File: src/rtl/uart_bus_loader_if.sv
`default_nettype none
// ============================================================================
//  Module   : uart_bus_loader_if
//  Purpose  : Single-word memory/peripheral bus driven by the UART loader
//             (address, byte strobes, write data, read data, ownership flag).
//  Revision : 1.0 - initial release
// ============================================================================
interface uart_bus_loader_if;
  logic        bus_active;   // loader owns the bus, CPU held off
  logic [31:0] bus_addr;     // word address, [1:0] always zero
  logic [3:0]  bus_byte_en;  // write strobes
  logic [31:0] bus_wd;       // write data
  logic [31:0] bus_rd;       // read data, valid one cycle after address

  modport master (
    output bus_active,
    output bus_addr,
    output bus_byte_en,
    output bus_wd,
    input  bus_rd
  );

  modport slave (
    input  bus_active,
    input  bus_addr,
    input  bus_byte_en,
    input  bus_wd,
    output bus_rd
  );
endinterface
`default_nettype wire

File: src/rtl/uart_bus_loader.sv
`default_nettype none
// ============================================================================
//  Module   : uart_bus_loader
//  Purpose  : UART (8N1) command initiator. 'W' A3..A0 D3..D0 writes one word
//             and answers 0x06; 'R' A3..A0 reads one word and answers D3..D0;
//             any other opcode answers 0x15. Fields are big-endian.
//  Options  : UART_LOADER_CHECKSUM_EN - packet ends with an 8-bit sum of all
//             preceding bytes; a bad sum answers 0x15 with no bus access.
//  Revision : 1.0 - initial release
// ============================================================================
module uart_bus_loader #(
  parameter int DIVISOR        = 217,
  parameter int TIMEOUT_CYCLES = 2500000
) (
  input  logic              clk,
  input  logic              sys_rstn,
  input  logic              uart_rxd,
  output logic              uart_txd,
  output logic              busy,
  uart_bus_loader_if.master bus
);
  localparam int CW = $clog2(DIVISOR + 1);
  localparam int TW = $clog2(TIMEOUT_CYCLES + 1);
  localparam logic [CW-1:0] C_BIT_END  = CW'(DIVISOR - 1);
  localparam logic [CW-1:0] C_HALF_BIT = CW'(DIVISOR / 2 - 1);
  localparam logic [TW-1:0] C_TMO_END  = TW'(TIMEOUT_CYCLES - 1);
  localparam logic [7:0]    C_OP_WRITE = 8'h57;
  localparam logic [7:0]    C_OP_READ  = 8'h52;
  localparam logic [7:0]    C_ACK      = 8'h06;
  localparam logic [7:0]    C_NAK      = 8'h15;

  localparam logic [1:0] R_IDLE  = 2'd0;
  localparam logic [1:0] R_START = 2'd1;
  localparam logic [1:0] R_DATA  = 2'd2;
  localparam logic [1:0] R_STOP  = 2'd3;

  localparam logic [2:0] P_IDLE = 3'd0;
  localparam logic [2:0] P_ADDR = 3'd1;
  localparam logic [2:0] P_DATA = 3'd2;
  localparam logic [2:0] P_BUS  = 3'd4;
  localparam logic [2:0] P_RESP = 3'd5;
`ifdef UART_LOADER_CHECKSUM_EN
  localparam logic [2:0] P_SUM  = 3'd3;
  localparam logic [2:0] C_AFTER_FIELDS = P_SUM;
`else
  localparam logic [2:0] C_AFTER_FIELDS = P_BUS;
`endif

  // receiver
  logic          rx_meta_q, rx_sync_q, rx_prev_q, rx_valid_q, rx_ferr_q;
  logic [1:0]    rx_state_q;
  logic [CW-1:0] rx_cnt_q;
  logic [2:0]    rx_bit_q;
  logic [7:0]    rx_shift_q;
  // parser / bus
  logic [2:0]    p_state_q, p_state_d;
  logic [7:0]    opcode_q;
  logic [1:0]    byte_cnt_q;
  logic [31:0]   addr_q, wd_q, bus_addr_q, bus_wd_q;
  logic [TW-1:0] tmo_q;
  logic          bus_active_q, bus_phase_q;
  logic [3:0]    bus_byte_en_q;
`ifdef UART_LOADER_CHECKSUM_EN
  logic [7:0]    sum_q;
`endif
  // transmitter
  logic          tx_active_q, txd_q;
  logic [CW-1:0] tx_cnt_q;
  logic [3:0]    tx_bit_q;
  logic [8:0]    tx_shift_q;
  logic [31:0]   tx_word_q;
  logic [2:0]    tx_left_q;

  logic          w_is_write, w_tmo, w_resp_load, w_tx_next;
  logic [31:0]   w_addr_full, w_wd_full, w_resp_word;
  logic [2:0]    w_resp_len;

  assign w_is_write  = (opcode_q == C_OP_WRITE);
  assign w_tmo       = (tmo_q == C_TMO_END);
  // The last field byte lands in the same edge that enters P_BUS, so splice it in.
  assign w_addr_full = (p_state_q == P_ADDR) ? {addr_q[23:0], rx_shift_q} : addr_q;
  assign w_wd_full   = (p_state_q == P_DATA) ? {wd_q[23:0], rx_shift_q} : wd_q;
  assign w_resp_load = (p_state_d == P_RESP) && (p_state_q != P_RESP);
  assign w_resp_word = (p_state_q != P_BUS) ? {C_NAK, 24'h0} :
                       w_is_write ? {C_ACK, 24'h0} : bus.bus_rd;
  assign w_resp_len  = (p_state_q == P_BUS && !w_is_write) ? 3'd4 : 3'd1;
  // Next byte starts on the very edge the previous stop bit ends: no idle gap.
  assign w_tx_next   = (tx_left_q != 3'd0) &&
                       (!tx_active_q || (tx_cnt_q == C_BIT_END && tx_bit_q == 4'd9));

  assign uart_txd        = txd_q;
  assign busy            = (p_state_q != P_IDLE) || tx_active_q;
  assign bus.bus_active  = bus_active_q;
  assign bus.bus_addr    = bus_addr_q;
  assign bus.bus_byte_en = bus_byte_en_q;
  assign bus.bus_wd      = bus_wd_q;

  // RX: synchronise the line, find a start edge, sample each bit at its centre.
  always_ff @(posedge clk or negedge sys_rstn) begin
    if (!sys_rstn) begin
      rx_meta_q <= 1'b1; rx_sync_q <= 1'b1; rx_prev_q <= 1'b1;
      rx_state_q <= R_IDLE; rx_cnt_q <= '0; rx_bit_q <= '0; rx_shift_q <= '0;
      rx_valid_q <= 1'b0; rx_ferr_q <= 1'b0;
    end else begin
      rx_meta_q  <= uart_rxd;
      rx_sync_q  <= rx_meta_q;
      rx_prev_q  <= rx_sync_q;
      rx_valid_q <= 1'b0;
      rx_ferr_q  <= 1'b0;
      case (rx_state_q)
        R_IDLE: if (rx_prev_q && !rx_sync_q) begin
          rx_cnt_q <= '0; rx_state_q <= R_START;
        end
        R_START: if (rx_cnt_q == C_HALF_BIT) begin
          rx_cnt_q <= '0; rx_bit_q <= '0;
          rx_state_q <= rx_sync_q ? R_IDLE : R_DATA;  // high again: glitch
        end else rx_cnt_q <= rx_cnt_q + 1'b1;
        R_DATA: if (rx_cnt_q == C_BIT_END) begin
          rx_cnt_q   <= '0;
          rx_shift_q <= {rx_sync_q, rx_shift_q[7:1]};
          rx_bit_q   <= rx_bit_q + 3'd1;
          if (rx_bit_q == 3'd7) rx_state_q <= R_STOP;
        end else rx_cnt_q <= rx_cnt_q + 1'b1;
        default: if (rx_cnt_q == C_BIT_END) begin
          rx_cnt_q <= '0;
          rx_valid_q <= rx_sync_q;
          rx_ferr_q  <= !rx_sync_q;
          rx_state_q <= R_IDLE;
        end else rx_cnt_q <= rx_cnt_q + 1'b1;
      endcase
    end
  end

  // Parser next state: collect fields, abort on framing error or timeout.
  always_comb begin
    p_state_d = p_state_q;
    case (p_state_q)
      P_IDLE: if (rx_valid_q)
        p_state_d = (rx_shift_q == C_OP_WRITE || rx_shift_q == C_OP_READ) ? P_ADDR : P_RESP;
      P_ADDR:
        if (rx_ferr_q || w_tmo) p_state_d = P_IDLE;
        else if (rx_valid_q && byte_cnt_q == 2'd3)
          p_state_d = w_is_write ? P_DATA : C_AFTER_FIELDS;
      P_DATA:
        if (rx_ferr_q || w_tmo) p_state_d = P_IDLE;
        else if (rx_valid_q && byte_cnt_q == 2'd3) p_state_d = C_AFTER_FIELDS;
`ifdef UART_LOADER_CHECKSUM_EN
      P_SUM:
        if (rx_ferr_q || w_tmo) p_state_d = P_IDLE;
        else if (rx_valid_q) p_state_d = (rx_shift_q == sum_q) ? P_BUS : P_RESP;
`endif
      P_BUS:  if (w_is_write || bus_phase_q) p_state_d = P_RESP;
      P_RESP: if (!tx_active_q && tx_left_q == 3'd0) p_state_d = P_IDLE;
      default: p_state_d = P_IDLE;
    endcase
  end

  // Parser state register.
  always_ff @(posedge clk or negedge sys_rstn) begin
    if (!sys_rstn) p_state_q <= P_IDLE;
    else           p_state_q <= p_state_d;
  end

  // Field assembly, inter-byte timeout and bus cycle generation.
  always_ff @(posedge clk or negedge sys_rstn) begin
    if (!sys_rstn) begin
      opcode_q <= '0; byte_cnt_q <= '0; addr_q <= '0; wd_q <= '0; tmo_q <= '0;
      bus_active_q <= 1'b0; bus_phase_q <= 1'b0; bus_byte_en_q <= '0;
      bus_addr_q <= '0; bus_wd_q <= '0;
`ifdef UART_LOADER_CHECKSUM_EN
      sum_q <= '0;
`endif
    end else begin
      if (rx_valid_q || p_state_q == P_IDLE || p_state_q == P_BUS || p_state_q == P_RESP)
        tmo_q <= '0;
      else if (!w_tmo)
        tmo_q <= tmo_q + 1'b1;

      if (rx_valid_q) begin
        case (p_state_q)
          P_IDLE: begin opcode_q <= rx_shift_q; byte_cnt_q <= '0; end
          P_ADDR: begin addr_q <= w_addr_full; byte_cnt_q <= byte_cnt_q + 2'd1; end
          P_DATA: begin wd_q <= w_wd_full; byte_cnt_q <= byte_cnt_q + 2'd1; end
          default: ;
        endcase
`ifdef UART_LOADER_CHECKSUM_EN
        if (p_state_q == P_IDLE) sum_q <= rx_shift_q;
        else                     sum_q <= sum_q + rx_shift_q;
`endif
      end

      if (p_state_d == P_BUS && p_state_q != P_BUS) begin
        bus_active_q <= 1'b1;
        bus_phase_q  <= 1'b0;
        bus_addr_q   <= w_addr_full & 32'hFFFF_FFFC;
        if (w_is_write) begin
          bus_byte_en_q <= 4'hF;
          bus_wd_q      <= w_wd_full;
        end
      end else if (p_state_q == P_BUS) begin
        bus_phase_q <= 1'b1;
        if (p_state_d != P_BUS) begin
          bus_active_q  <= 1'b0;
          bus_byte_en_q <= 4'h0;
        end
      end
    end
  end

  // TX: serialise the response word MSB byte first, each byte 8N1 LSB first.
  always_ff @(posedge clk or negedge sys_rstn) begin
    if (!sys_rstn) begin
      txd_q <= 1'b1; tx_active_q <= 1'b0; tx_cnt_q <= '0; tx_bit_q <= '0;
      tx_shift_q <= '0; tx_word_q <= '0; tx_left_q <= '0;
    end else if (w_resp_load) begin
      tx_word_q <= w_resp_word;
      tx_left_q <= w_resp_len;
    end else if (w_tx_next) begin
      txd_q       <= 1'b0;
      tx_shift_q  <= {1'b1, tx_word_q[31:24]};
      tx_word_q   <= {tx_word_q[23:0], 8'h00};
      tx_left_q   <= tx_left_q - 3'd1;
      tx_active_q <= 1'b1;
      tx_cnt_q    <= '0;
      tx_bit_q    <= '0;
    end else if (tx_active_q) begin
      if (tx_cnt_q == C_BIT_END) begin
        tx_cnt_q <= '0;
        if (tx_bit_q == 4'd9) begin
          tx_active_q <= 1'b0;
        end else begin
          txd_q      <= tx_shift_q[0];
          tx_shift_q <= {1'b1, tx_shift_q[8:1]};
          tx_bit_q   <= tx_bit_q + 4'd1;
        end
      end else begin
        tx_cnt_q <= tx_cnt_q + 1'b1;
      end
    end
  end
endmodule
`default_nettype wire

File: src/flat_wrapper.sv
// flat-port wrapper written by rule: the top's interface ports become plain ports
module uart_bus_loader_flat 
#(
  parameter int DIVISOR        = 217,
  parameter int TIMEOUT_CYCLES = 2500000
)
  (clk, sys_rstn, uart_rxd, uart_txd, busy, bus_bus_active, bus_bus_addr, bus_bus_byte_en, bus_bus_wd, bus_bus_rd);
  uart_bus_loader_if bus_i ();
  input  logic clk;
  input  logic sys_rstn;
  input  logic uart_rxd;
  output logic uart_txd;
  output logic busy;
  output wire logic [$bits(bus_i.bus_active)-1:0] bus_bus_active;
  output wire logic [$bits(bus_i.bus_addr)-1:0] bus_bus_addr;
  output wire logic [$bits(bus_i.bus_byte_en)-1:0] bus_bus_byte_en;
  output wire logic [$bits(bus_i.bus_wd)-1:0] bus_bus_wd;
  input wire logic [$bits(bus_i.bus_rd)-1:0] bus_bus_rd;
  assign bus_bus_active = bus_i.bus_active;
  assign bus_bus_addr = bus_i.bus_addr;
  assign bus_bus_byte_en = bus_i.bus_byte_en;
  assign bus_bus_wd = bus_i.bus_wd;
  assign bus_i.bus_rd = bus_bus_rd;
  uart_bus_loader #(.DIVISOR(DIVISOR), .TIMEOUT_CYCLES(TIMEOUT_CYCLES)) u_core (.clk(clk), .sys_rstn(sys_rstn), .uart_rxd(uart_rxd), .uart_txd(uart_txd), .busy(busy), .bus(bus_i));
endmodule
File: config.mk
export PLATFORM = sky130hd
export DESIGN_NAME = uart_bus_loader_flat
export DESIGN_NICKNAME = d
export VERILOG_FILES = /design/src/rtl/uart_bus_loader_if.sv /design/src/rtl/uart_bus_loader.sv /design/src/flat_wrapper.sv
export SDC_FILE = /design/constraint.sdc
export NUM_CORES = 1
export LEC_CHECK = 0
export CORE_MARGIN = 2
export CORE_UTILIZATION = 30
export CTS_CLUSTER_SIZE = 25
export DETAILED_ROUTE_END_ITERATION = 12
export GPL_TIMING_DRIVEN = 0
export MAX_ROUTING_LAYER = met4
export PLACE_DENSITY = 0.55
export SYNTH_ARGS = -nofsm -noshare
export SYNTH_HDL_FRONTEND = slang
export SYNTH_SLANG_ARGS = --single-unit
File: constraint.sdc
create_clock -name clk -period 3.3 [get_ports clk]
set_input_delay 0.66 -clock clk [delete_from_list [all_inputs] [get_ports clk]]
set_output_delay 0.66 -clock clk [all_outputs]
set_load 0.01 [all_outputs]
## Word level (Yosys, flattened, before mapping)

Index checks and enable logic that the tools add are counted.

- Logic and storage cells: 177
- Input bits: 35
- Register bits: 251

- Bitwise operators: 1
- Mux-type cells: 68
- Add/subtract/negate cells: 7
- Equal/unequal tests: 28
- Reduce and logical (&&, ||, !) cells: 46

Operators with widths:

| kind | number |
|---|---|
| $mux 32 | 6 |
| $mux 8 | 6 |
| $mux 22 | 2 |
| $mux 3 | 14 |
| $mux 9 | 4 |
| $eq 8x7->1 const B | 4 |
| $mux 4 | 8 |
| $add 22x1->22 const B | 1 |
| $eq 22x22->1 const B | 1 |
| $mux 1 | 17 |
| $add 8x1->8 const B | 2 |
| $eq 8x8->1 const B | 2 |
| $pmux 8 s2 | 1 |
| $reduce_and 2->1 | 8 |
| $eq 3x3->1 const B | 5 |
| $pmux 3 s5 | 1 |
| $reduce_bool 2->1 | 7 |
| $mux 2 | 6 |
| $ne 2x1->1 const B | 6 |
| $ne 3x3->1 const B | 3 |
| $reduce_bool 3->1 | 3 |
| $logic_and 1x1->1 | 8 |
| $logic_or 1x1->1 | 8 |
| $logic_not 3->1 | 2 |
| 21 further kinds | 25 |

## Logic depth before layout (Yosys ltp)

- Depth in word-level cells: 9
- Depth in mapped cells: 13
- Depth with buffers taken out: 11

## Worst setup path after synthesis

OpenSTA, ideal clock, no wires.

- Kind: register -> register
- From: register u_core.tmo_q[9]
- To: register u_core.bus_byte_en_q[2] (netlist: u_core.bus.bus_byte_en[2])
- Path buffers: 3
- Cell stages (with the launch flop): 13
- Data arrival time: 2.539 ns
- Data required time: 3.234 ns
- Period minus slack after synthesis: 2.605 ns
- Slack: 0.695 ns
- Path through: dfrtp_1 -> nor4_1 -> and4_1 -> and3_1 -> clkbuf_1 -> nor2_1 -> a31o_2 -> nor2b_1 -> ha_1 -> clkbuf_1 -> clkbuf_1 -> o21ai_0 -> nand2_1

- Cells in the longest elaborated chain, start to end: 8

RTL lines:

| what | RTL line | source |
|---|---|---|
| start: declaration | uart_bus_loader.sv:60 | `logic [TW-1:0] tmo_q;` |
| start signal: assignment | uart_bus_loader.sv:177 | `tmo_q <= tmo_q + 1'b1;` |
| $eq 22x22->1 (*) | uart_bus_loader.sv:79 | `assign w_tmo = (tmo_q == C_TMO_END);` |
| $logic_or 1x1->1 (*) | uart_bus_loader.sv:141, uart_bus_loader.sv:145 |  |
| $mux 3 (on tied branches) | uart_bus_loader.sv:145, uart_bus_loader.sv:141 |  |
| $pmux 3 s5 (*) | uart_bus_loader.sv:137 | `case (p_state_q)` |
| net u_core.p_state_d[0] | uart_bus_loader.sv:56 | `logic [2:0] p_state_q, p_state_d;` |
| $eq 3x3->1 | uart_bus_loader.sv:192 | `if (p_state_d == P_BUS && p_state_q != P_BUS) begin` |
| $logic_and 1x1->1 | uart_bus_loader.sv:192 |  |
| $ne 2x1->1 (no source line) / $reduce_bool 2->1 (equally long branches) | - |  |
| $reduce_and 3->1 (no source line) | - |  |
| end signal: assignment | uart_bus_loader.sv:168 | `bus_active_q <= 1'b0; bus_phase_q <= 1'b0; bus_byte_en_q <= '0;` |
| end signal: assignment | uart_bus_loader.sv:197 | `bus_byte_en_q <= 4'hF;` |
| end signal: assignment | uart_bus_loader.sv:204 | `bus_byte_en_q <= 4'h0;` |
| end: declaration | uart_bus_loader.sv:62 | `logic [3:0] bus_byte_en_q;` |

The timed path passes the listed nets; every way through them passes the cells marked *.
A chain may end at the register's enable or synchronous reset.

## Worst setup path after layout

- From: register u_core.tmo_q[9]
- To: register u_core.bus_wd_q[4] (netlist: u_core.bus.bus_wd[4])

- Cells in the longest elaborated chain, start to end: 7

RTL lines:

| what | RTL line | source |
|---|---|---|
| $eq 22x22->1 (*) | uart_bus_loader.sv:79 |  |
| $logic_or 1x1->1 (*) | uart_bus_loader.sv:141, uart_bus_loader.sv:145 |  |
| $mux 3 (on tied branches) | uart_bus_loader.sv:145, uart_bus_loader.sv:141 |  |
| $pmux 3 s5 (*) | uart_bus_loader.sv:137 |  |
| net u_core.p_state_d[2] | uart_bus_loader.sv:56 |  |
| $eq 3x3->1 (*) | uart_bus_loader.sv:192 |  |
| $logic_and 1x1->1 (*) | uart_bus_loader.sv:192 |  |
| $reduce_and 2->1 (no source line) (*) | - |  |
| end signal: assignment | uart_bus_loader.sv:198 | `bus_wd_q <= w_wd_full;` |
| end: declaration | uart_bus_loader.sv:59 | `logic [31:0] addr_q, wd_q, bus_addr_q, bus_wd_q;` |

Marked as above.

==> results <==
- The run finished with clean final reports.
- The number of antenna diodes is 0.
- Of the total synthesized cell area, the portion taken by full adders, half adders and majority gates is 2.18%.
- After synthesis, the largest family of logic cells by area is compound AO/OA/AOI/OAI gates.
- Global routing used 13.9% of the available tracks.
- The worst endpoint required time is 3.75 ns.
- The count of buffers added on input and output ports is 103.
- dfrtp_1 takes more of the synthesized area than any other cell.
- The number of global-route vias before repair was 8109.
- Relative to the synthesized area, the layout overhead comes to 23.8%.
- The worst-case hold slack is 0.0798 ns.
- The worst slew margin relative to its limit is 44.5%.
- The number of routed nets with antenna violations is 0.
- STA classifies the critical path startpoint as a flop.
- At the pin with the least slew margin, the transition time is 0.826 ns.
- Averaged over all synthesized cells, the footprint is 11.1 sq um.
- VDD sags by at most 0.353 mV.
- The number of pins exceeding their max-slew limit in the final report is 0.
- CTS built an H-tree with a depth of 1.
- The TritonCTS clock tree is built.
- The number of search-and-repair iterations in the first detailed-routing pass is 5.
- The met1 usage in global routing is 19.1%.
- The dominant synthesized flop cell is dfrtp_1.
- In the final routed layout, each cell accounts on average for 15.7 um.
- The distinct cell type count after synthesis is 68.
- The CTS buffer count is 28.
- By count the netlist is led by dfrtp_1, nand2_1, nor2_1, o21ai_0, mux2_2.
- The post-DP HPWL is 18400 um.
- The final net count is 1221.
- The root buffer cell is clkbuf_16.
- The starting density of the core is 30.5%.
- The number of clock sinks is 248.
- The number of enable flip-flop cells after synthesis is 0.
- Derived from the worst setup path, the maximum achievable clock frequency is 0.335 GHz.
- The final hold violation count came to 0.
- The fill cell total of the finished layout is 3758.
- After routing, the total negative slack on setup checks comes to 0 ns.
- For this design the top-level I/O count stands at 106.
- The final cell utilization of the core is 37.7%.
- The complex-gate fraction of the synthesized area is 13.6%.
- Sorting the synthesized cells by area gives the leading types as dfrtp_1, mux2_2, mux2i_1.
- The initial antenna violation count is 0.
- Setup violations remaining at the end of the flow were counted as 0.
- The number of register bits inferred by synthesis is 248.
- The chip width is 200 um.
- The mapped netlist covers 11500 sq um.
- The number of standard cells in the layout, taps in and fillers out is 1699.
- Multiplexer cells account for 12.9% of the synthesized area.
- Max-cap violations in this run came to 0.
- Power spread over the standard cell area amounts to 476 nW/um^2.
- The leakage dissipation is 6.19 nW.
- The data arrival at the endpoint of the critical path is 3.43 ns.
- The time the final worst path needs with I/O delays and setup is 2.98 ns.
- The vias after detailed routing is 8026.
- The total number of placement rows is 71.
- Setup repair after global routing left no endpoint under its margin.
- The number of placed cells counting well taps is 1649.
- Across the routed clock network, the largest skew measured is 0.0212 ns.
- For this run, global-route usage on met2 was measured as 21.7%.
- Wires add up to 26600 um.
- The most common cell in the synthesized netlist is dfrtp_1.
- The layer with the highest usage is met2.
- Of the available clock period, the critical path in the final layout requires 90.3%.
- The clock passes through at most 3 buffers.
- Buffers added to address setup during post-CTS repair amount to 0.
- The top cell type by area accounts for 53.2% of the synthesized area.
- Summed over all layers, the global routing overflow is 0.
- The met3 capacity usage during global routing is 1.79%.
- The die covers 39800 sq um.
- The floorplan step set the die height to 200 um.
- The clock latency on the worst-skew pair is 0.55 ns.
- The fraction of layout instances using a drive strength above 1 is 17.2%.
- The xor and xnor area share after synthesis is 1.37%.
- Using the TritonRoute via totals, the vias-per-cell ratio works out to 4.72.
- After synthesis, the share of flip-flops with an asynchronous set or reset is 100%.
- The maximum number of pins on one net before global-route repair is 91.
- During synthesis, Yosys emitted a total of 0 warnings.
- The worst setup path is captured at a flop.
- The startpoint-to-endpoint class of the critical path is reg -> reg.
- After synthesis, flip-flops and latches occupy 54.2% of the total area.
- The clock transition time at the flip-flop clock pins of the worst setup and hold paths is 0.06 ns.
- The tightest min-delay check is of the in -> async type.
- The global placement routability congestion is 0.777.
- Overall power consumption after layout is estimated at 6.76 mW.
- The placeable core area is 37700 sq um.
- The number of DRC markers after the initial detailed-route iteration is 536.
- Along the worst path, the maximum fanout reaches 10.
- The synthesized netlist devotes 12.3% of its cell area to simple gates.
- The synthesized instance count is 1032.
- The first global-routing pass estimated 43400 um of wire.
- In the routed design, unresolved DRC markers number 0.
## where the power goes
part | internal, mW | leakage, nW | total [mW] | switching (mW)
Sequential | 3.07 | 3.45 | 3.11 | 0.0374
Clock | 2.02 | 0.492 | 3.27 | 1.26
Combinational | 0.145 | 2.26 | 0.376 | 0.231
## final timing paths
check / start / endpoint / slack (ns) / depth (start not counted)
setup reg to reg: u_core.tmo_q[9] / u_core.bus.bus_wd[4] / 0.32 / 11
hold reg to reg: u_core.rx_meta_q / u_core.rx_sync_q / 0.36 / 0
setup / recovery: u_core.tmo_q[9] / u_core.bus.bus_wd[4] / 0.32 / 11
hold / removal: sys_rstn / u_core.bus.bus_wd[11] / 0.08 / 1
max in group asynchronous: sys_rstn / u_core.tx_word_q[14] / 1.96 / 3
min in group clk: u_core.rx_meta_q / u_core.rx_sync_q / 0.36 / 0
## state kept, by name, summed over array words and instances, names as in the netlist, 4 cells and up
register	count
u_core.addr_q	32
u_core.tx_bit_q	4
u_core.rx_shift_q	8
u_core.bus.bus_wd	32
u_core.tmo_q	22
u_core.wd_q	32
u_core.tx_word_q	32
u_core.tx_cnt_q	8
u_core.opcode_q	8
u_core.bus.bus_addr	30
u_core.tx_shift_q	9
u_core.rx_cnt_q	8
## layout make-up
class                      count  area (sq um)  share of cell area, %
clock buffer                  43           857                   6.04
sequential                   248          6210                   43.7
timing repair buffer         105          1090                   7.68
clock inverter                 9           131                  0.925
multi-input combinational    705          4860                   34.2
tap                          511           639                   4.50
inverter                      17          63.8                  0.449
buffer                        61           345                   2.43
## critical path, stage by stage, from the launching register on
cell	delay [ns]
dfrtp_1	0.43
nor4_1	0.28
and4_1	0.21
and3_1	0.38
nor2_1	0.13
a211o_1	0.32
nor2b_1	0.17
ha_1	0.20
nand2_1	0.31
clkbuf_2	0.30
nand2_1	0.09
o21ai_0	0.08
## layer usage
layer / wire (um) / vias to the layer above
met5: 0 / -
met4: 385 / 0
met3: 745 / 36
met2: 12600 / 99
met1: 12900 / 3975
li1: - / 3916
## stage by stage
| step | worst slack [ns] | instance area (sq um) |
|---|---|---|
| 5_1_grt | 0.0631 | 14200 |
| 3_3_place_gp | -9.53 | 13100 |
| 4_1_cts | 0.00774 | 14200 |
| 2_1_floorplan | 0.695 | 11500 |
| 3_5_place_dp | -0.0297 | 13200 |
| 6_report | 0.319 | 14200 |
## layout by cell type (no fill, tap or decap), types with 20 or more instances in the layout
cell	Yosys	layout
a21oi_1	54	54
buf_2	22	22
clkbuf_1	29	21
clkbuf_16	0	28
clkdlybuf4s50_1	0	102
dfrtp_1	244	244
ha_1	20	20
mux2_2	73	73
mux2i_1	64	64
nand2_1	121	121
nor2_1	83	83
o21ai_0	82	82
## kinds of logic after synthesis
group,count (synthesis)
mux,138
xor+xnor,18
flops,248
compound gates,225
simple gates,302
fa+ha+maj,20
other cells,1
buf+inv,80
## timing repair
item / CTS / global route
hold buffers: 0 / 0
resized for setup: 1 / 20
endpoints found under the setup margin: 10 / 63
pin swaps: 0 / 0
Note: power is estimated with default switching activity, not from simulation.
